[src/rtl/seg_data_formatter.sv]
// 32-bit value to eight active-low 7-segment digit patterns, hex or unsigned decimal.
// Decimal uses a sequential double-dabble (one bit per cycle) ahead of the encode step.
module seg_data_formatter #(
    parameter bit         LZ_BLANK = 1'b1,
    parameter logic [7:0] DP_MASK  = 8'h00
) (
    input  logic        clk,
    input  logic        rst_n,
    input  logic        load,
    input  logic        mode,
    input  logic [31:0] value,
    output logic [31:0] display2,
    output logic [31:0] display1,
    output logic        busy,
    output logic        done,
    output logic        ovf
);
    typedef enum logic [1:0] {IDLE, CONV, ENC} state_t;

    state_t      r_state;
    logic [31:0] r_val;
    logic        r_mode;
    logic [39:0] r_bcd;
    logic [4:0]  r_cnt;
    logic [31:0] r_disp2, r_disp1;
    logic        r_busy, r_done, r_ovf;

    logic [39:0]      w_adj;
    logic [7:0][3:0]  w_dig;
    logic [7:0][7:0]  w_seg;
    logic             w_ovf;

    function automatic logic [7:0] seg7(input logic [3:0] d);
        case (d)
            4'h0: seg7 = 8'h03;  4'h1: seg7 = 8'h9F;  4'h2: seg7 = 8'h25;  4'h3: seg7 = 8'h0D;
            4'h4: seg7 = 8'h99;  4'h5: seg7 = 8'h49;  4'h6: seg7 = 8'h41;  4'h7: seg7 = 8'h1F;
            4'h8: seg7 = 8'h01;  4'h9: seg7 = 8'h09;  4'hA: seg7 = 8'h11;  4'hB: seg7 = 8'hC1;
            4'hC: seg7 = 8'h63;  4'hD: seg7 = 8'h85;  4'hE: seg7 = 8'h61;  default: seg7 = 8'h71;
        endcase
    endfunction

    // Add-3 correction on every BCD nibble before the shift
    always_comb begin
        w_adj = '0;
        for (int i = 0; i < 10; i++)
            w_adj[4*i +: 4] = (r_bcd[4*i +: 4] >= 4'd5) ? r_bcd[4*i +: 4] + 4'd3 : r_bcd[4*i +: 4];
    end

    assign w_ovf = r_mode & (|r_bcd[39:32]);

    always_comb begin
        logic lead;
        lead  = 1'b1;
        w_dig = '0;
        w_seg = '0;
        for (int i = 7; i >= 0; i--) begin
            w_dig[i] = r_mode ? r_bcd[4*i +: 4] : r_val[4*i +: 4];
            w_seg[i] = seg7(w_dig[i]);
            // Walking down from digit 7, blank until the first nonzero digit
            if (LZ_BLANK && !w_ovf && i != 0 && lead && w_dig[i] == 4'd0)
                w_seg[i] = 8'hFF;
            else
                lead = 1'b0;
            if (DP_MASK[i])
                w_seg[i][0] = 1'b0;
        end
    end

    always_ff @(posedge clk or negedge rst_n) begin
        if (!rst_n) begin
            r_state <= IDLE;
            r_val   <= '0;
            r_mode  <= 1'b0;
            r_bcd   <= '0;
            r_cnt   <= '0;
            r_disp2 <= 32'hFFFF_FFFF;
            r_disp1 <= 32'hFFFF_FFFF;
            r_busy  <= 1'b0;
            r_done  <= 1'b0;
            r_ovf   <= 1'b0;
        end else begin
            r_done <= 1'b0;
            case (r_state)
                IDLE: begin
                    // busy stays up for the done cycle, so a load there is still ignored
                    if (load && !r_busy) begin
                        r_val   <= value;
                        r_mode  <= mode;
                        r_bcd   <= '0;
                        r_cnt   <= '0;
                        r_busy  <= 1'b1;
                        r_state <= mode ? CONV : ENC;
                    end else if (r_done) begin
                        r_busy <= 1'b0;
                    end
                end
                CONV: begin
                    r_bcd <= {w_adj[38:0], r_val[31]};
                    r_val <= {r_val[30:0], 1'b0};
                    r_cnt <= r_cnt + 5'd1;
                    if (r_cnt == 5'd31)
                        r_state <= ENC;
                end
                ENC: begin
                    r_disp2 <= w_seg[7:4];
                    r_disp1 <= w_seg[3:0];
                    r_ovf   <= w_ovf;
                    r_done  <= 1'b1;
                    r_state <= IDLE;
                end
                default: r_state <= IDLE;
            endcase
        end
    end

    assign display2 = r_disp2;
    assign display1 = r_disp1;
    assign busy     = r_busy;
    assign done     = r_done;
    assign ovf      = r_ovf;
endmodule

[config.mk]
export PLATFORM = sky130hd
export DESIGN_NAME = seg_data_formatter
export DESIGN_NICKNAME = d
export VERILOG_FILES = /design/src/rtl/seg_data_formatter.sv
export SDC_FILE = /design/constraint.sdc
export NUM_CORES = 1
export LEC_CHECK = 0
export ABC_AREA = 1
export ABC_CLOCK_PERIOD_IN_PS = 2540
export CAP_MARGIN = 20
export CORE_MARGIN = 5
export CORE_UTILIZATION = 55
export DETAILED_ROUTE_END_ITERATION = 16
export PLACE_DENSITY = 0.79
export SLEW_MARGIN = 20
export SYNTH_ARGS = -nofsm -noshare
export SYNTH_HDL_FRONTEND = slang
export SYNTH_SLANG_ARGS = --single-unit
[constraint.sdc]
create_clock -name clk -period 2.54 [get_ports clk]
set_input_delay 0.508 -clock clk [delete_from_list [all_inputs] [get_ports clk]]
set_output_delay 0.508 -clock clk [all_outputs]
set_load 0.02 [all_outputs]
==> results of run 1 <==
how the worst min path moves through the flow:
| stage | start | end | slack [ns] | cells after the start |
|---|---|---|---|---|
| after floorplan | rst_n | busy | 0.21 | 0 |
| after global placement | display2[9] | display2[9] | 0.46 | 2 |
| after detailed placement | display2[10] | display2[10] | 0.46 | 2 |
| after CTS | rst_n | r_bcd[34] | 0.07 | 1 |
| after global routing | rst_n | r_bcd[34] | 0.1 | 1 |
| final | rst_n | r_bcd[34] | 0.05 | 1 |
report_power, final:
part	switching [mW]	internal, mW
registers	0.696	3.51
logic	5.59	3.36
clock network	0.909	1.53
layer usage:
metal  global-route usage (%)  vias to the layer above  routed length [um]
li1                         -                     3754                   -
met1                     32.0                     3579                9020
met2                     37.4                      224                9930
met3                     3.43                       36                 974
met4                     9.45                        0                 497
met5                        0                        -                   0
worst max-delay path, cell delays in order (launching register included):
cell and delay, ns:
sky130_fd_sc_hd__dfrtp_4 0.59, sky130_fd_sc_hd__o21a_1 0.28, sky130_fd_sc_hd__inv_1 0.11, sky130_fd_sc_hd__ha_1 0.23, sky130_fd_sc_hd__nand3_2 0.11, sky130_fd_sc_hd__nor2_2 0.21, sky130_fd_sc_hd__nand3_4 0.18, sky130_fd_sc_hd__nor2_8 0.20
sky130_fd_sc_hd__nand4_4 0.17, sky130_fd_sc_hd__a21oi_1 0.19
layout make-up:
cell class	instances	area, um2
sequential	139	3550
multi-input combinational	756	4350
fill	1219	4870
tap	211	264
timing repair buffer	117	1160
clock inverter	8	91.3
clock buffer	23	488
inverter	127	477
repair_timing:
action | CTS | global route
gates resized for setup | 0 | 1
hold buffers | 0 | 0
endpoints found under the setup margin | 0 | 14
cell families after synthesis:
group | count (synthesis) | share of synthesized area (%)
xor+xnor | 18 | 1.84
flops | 139 | 41.4
simple gates | 382 | 18.6
compound gates | 279 | 19.9
other cells | 1 | 0.0438
fa+ha+maj | 69 | 10.1
buf+inv | 169 | 8.15
state kept, by name (all words and copies together) (netlist names):
signal,count
ovf,1
display2,28
r_cnt,5
r_val,32
done,1
display1,28
r_mode,1
r_bcd,40
r_state,2
busy,1
synth_stat cells (8+ instances only):
library cell,count
sky130_fd_sc_hd__o32ai_1,17
sky130_fd_sc_hd__xor2_1,18
sky130_fd_sc_hd__a31oi_1,21
sky130_fd_sc_hd__o22ai_1,52
sky130_fd_sc_hd__inv_2,8
sky130_fd_sc_hd__nand3_1,23
sky130_fd_sc_hd__nor2_1,172
sky130_fd_sc_hd__nor3_1,12
sky130_fd_sc_hd__dfrtp_1,83
sky130_fd_sc_hd__clkbuf_1,27
sky130_fd_sc_hd__nand2_1,156
sky130_fd_sc_hd__a21oi_1,62
sky130_fd_sc_hd__o21ai_0,65
sky130_fd_sc_hd__o21ai_2,9
sky130_fd_sc_hd__inv_1,115
sky130_fd_sc_hd__buf_4,8
sky130_fd_sc_hd__o211ai_1,9
sky130_fd_sc_hd__dfstp_2,56
sky130_fd_sc_hd__o21ai_1,20
sky130_fd_sc_hd__ha_1,69
per-stage QoR:
step / power, mW / worst slack [ns] / util [%]
after global placement: 12.9 / 0.281 / 64.3
after CTS: 15.6 / 0.190 / 68.1
after detailed placement: 13.1 / 0.214 / 64.3
after global routing: 16.9 / 0.0106 / 68.1
after floorplan: 10.4 / 0.207 / -
final: 15.6 / 0.186 / 68.1
layout by cell type, fill, tap and decap left out, drive strengths merged, types with 18 or more instances in the layout:
master         instances
nor2                 179
nand2                160
inv                  123
o21ai                 96
clkdlybuf4s50         93
dfrtp                 83
ha                    69
a21oi                 62
dfstp                 56
o22ai                 52
nand3                 26
buf                   24
clkbuf                23
a31oi                 21
xor2                  18
==> summary.txt, run 1 <==
Die
  • DIE AREA: 18,200 um2
  • DIE WIDTH: 135 um
  • Count of boundary I/O pins: 103
  • Die boundary height: 135 um
  • Starting density of the core: 56.1%
  • Placement row count: 45
  • Std-Cell Core Area: 15,300 um2

Outcome
  • Run status: completed

Worst setup path
  • Critical register-to-register path endpoint: display1[14]
  • Critical Path Fanout Max: 22
  • R2R Setup Slk: 0.19 ns
  • Critical Path Start Type: flip-flop
  • Critical path data arrival time: 2.70 ns
  • Origin of the worst setup path: r_mode
  • CP Capture Point: display1[14]
  • CP Capture Type: flip-flop
  • Classification of the worst setup path: flip-flop to flip-flop
  • Cells on worst reg2reg path: 9
  • Worst reg2reg startpoint: r_mode
  • Required time of the critical path: 2.88 ns

Clock network
  • Total number of H-tree levels: 4
  • Clock edge transition at the registers on the reported setup and hold paths: 0.06 ns
  • Number of setup buffers added after CTS: 0
  • Longest Clk Path Bufs: 2
  • Clock latency on the worst-skew pair: 0.42 ns
  • CTS root buffer: sky130_fd_sc_hd__clkbuf_16
  • TritonCTS clock tree: built
  • Number of CTS-inserted buffers: 17
  • CTS sink cnt: 139

Final layout
  • Number of nets in the final layout: 1,263
  • Antenna diode instance count: 0
  • Fraction of final layout cells sized beyond drive strength 1: 12.5%
  • Area grow syn2layout: 21.3%
  • Count of non-filler cells in the finished layout: 1,381
  • Post-route cell area: 10,400 um2

Placement
  • Area post-placement: 9810 um2
  • Total half-perimeter wirelength after legalization and detailed placement: 14,600 um
  • Count of input and output buffers: 94
  • Final weighted congestion in routability-driven placement: 0.885
  • Number of cells in the design after placement: 1,350

Detailed routing
  • Remaining routing DRC violations: 0
  • Violation count after the first detailed-route iteration: 541
  • Via count: 7,593
  • Number of iterations in the first detailed-routing pass: 5
  • Number of nets with antenna violations after detailed routing: 0
  • Post-DR wirelength/cell: 14.8 um
  • Number of vias per cell after detailed routing: 5.50
  • Drt total wl: 20,400 um

Synthesis
  • Async set-reset flop share out of synthesis: 100%
  • Number of distinct standard cells referenced by the synthesized netlist: 46
  • Library cell with the largest summed area after synthesis: sky130_fd_sc_hd__dfrtp_1
  • Mapped Area: 8560 um2
  • Seq/Total Area, Yosys: 41.4%
  • Top area cells in the synthesized netlist: sky130_fd_sc_hd__dfrtp_1 24%, sky130_fd_sc_hd__dfstp_2 17%, sky130_fd_sc_hd__ha_1 10%
  • Area share of the largest cell type after synthesis: 24.3%
  • Cell count after synthesis: 1,057
  • Yosys Warn Count: 0
  • Average footprint of a synthesized cell: 8.10 um2
  • Flop and latch count out of synthesis: 139
  • Number of enable-type register cells in the synthesized netlist: 0
  • Leading register cell type out of synthesis: sky130_fd_sc_hd__dfrtp_1

STA
  • Post-route clock skew: 0.00686 ns
  • Finish-stage setup viols: 0
  • Tightest hold margin: 0.0534 ns
  • Worst rel slew slack: 62.8%
  • Share of the cycle needed by the critical path after routing: 92.7%
  • Total negative setup slack: 0 ns
  • Number of slew-limit violations in the final report: 0
  • Achievable clock frequency: 425 MHz
  • Final critical delay including setup and external delays: 2.35 ns
  • Pin slew with the least headroom to its limit: 0.558 ns
  • Number of hold-slack violations in the final timing report: 0
  • RSZ-0062 raised after global routing: false

Pwr
  • Worst voltage drop across the vdd grid: 0.000617 V
  • Leakage: 4.63 nW
  • Total power divided by cell area: 1500 nW/um2

Global routing
  • Maximum number of pins on one net before global-route repair: 62
  • Remaining global-route overflow: 0
  • Global-route wire length before repair: 34,600 um
  • Initial antenna violation count: 0
  • Global Route Usage Sum: 23.3%
  • Via count of the first global-routing pass: 7,259

Hold path
  • Path category of the worst min-delay check: input port to async pin

Job
  • Max capacitance violation total: 0
Power figures use the tool's default switching activity.
==> run 2, diff against run 1 <==
--- a/config.mk
+++ b/config.mk
@@ -12,6 +12,7 @@
 export CORE_UTILIZATION = 55
 export DETAILED_ROUTE_END_ITERATION = 16
 export PLACE_DENSITY = 0.79
+export SKIP_CTS_REPAIR_TIMING = 1
 export SLEW_MARGIN = 20
 export SYNTH_ARGS = -nofsm -noshare
 export SYNTH_HDL_FRONTEND = slang
==> results of run 2 <==
Same layout as run 1: the final DEF is identical, and so are final timing and power.
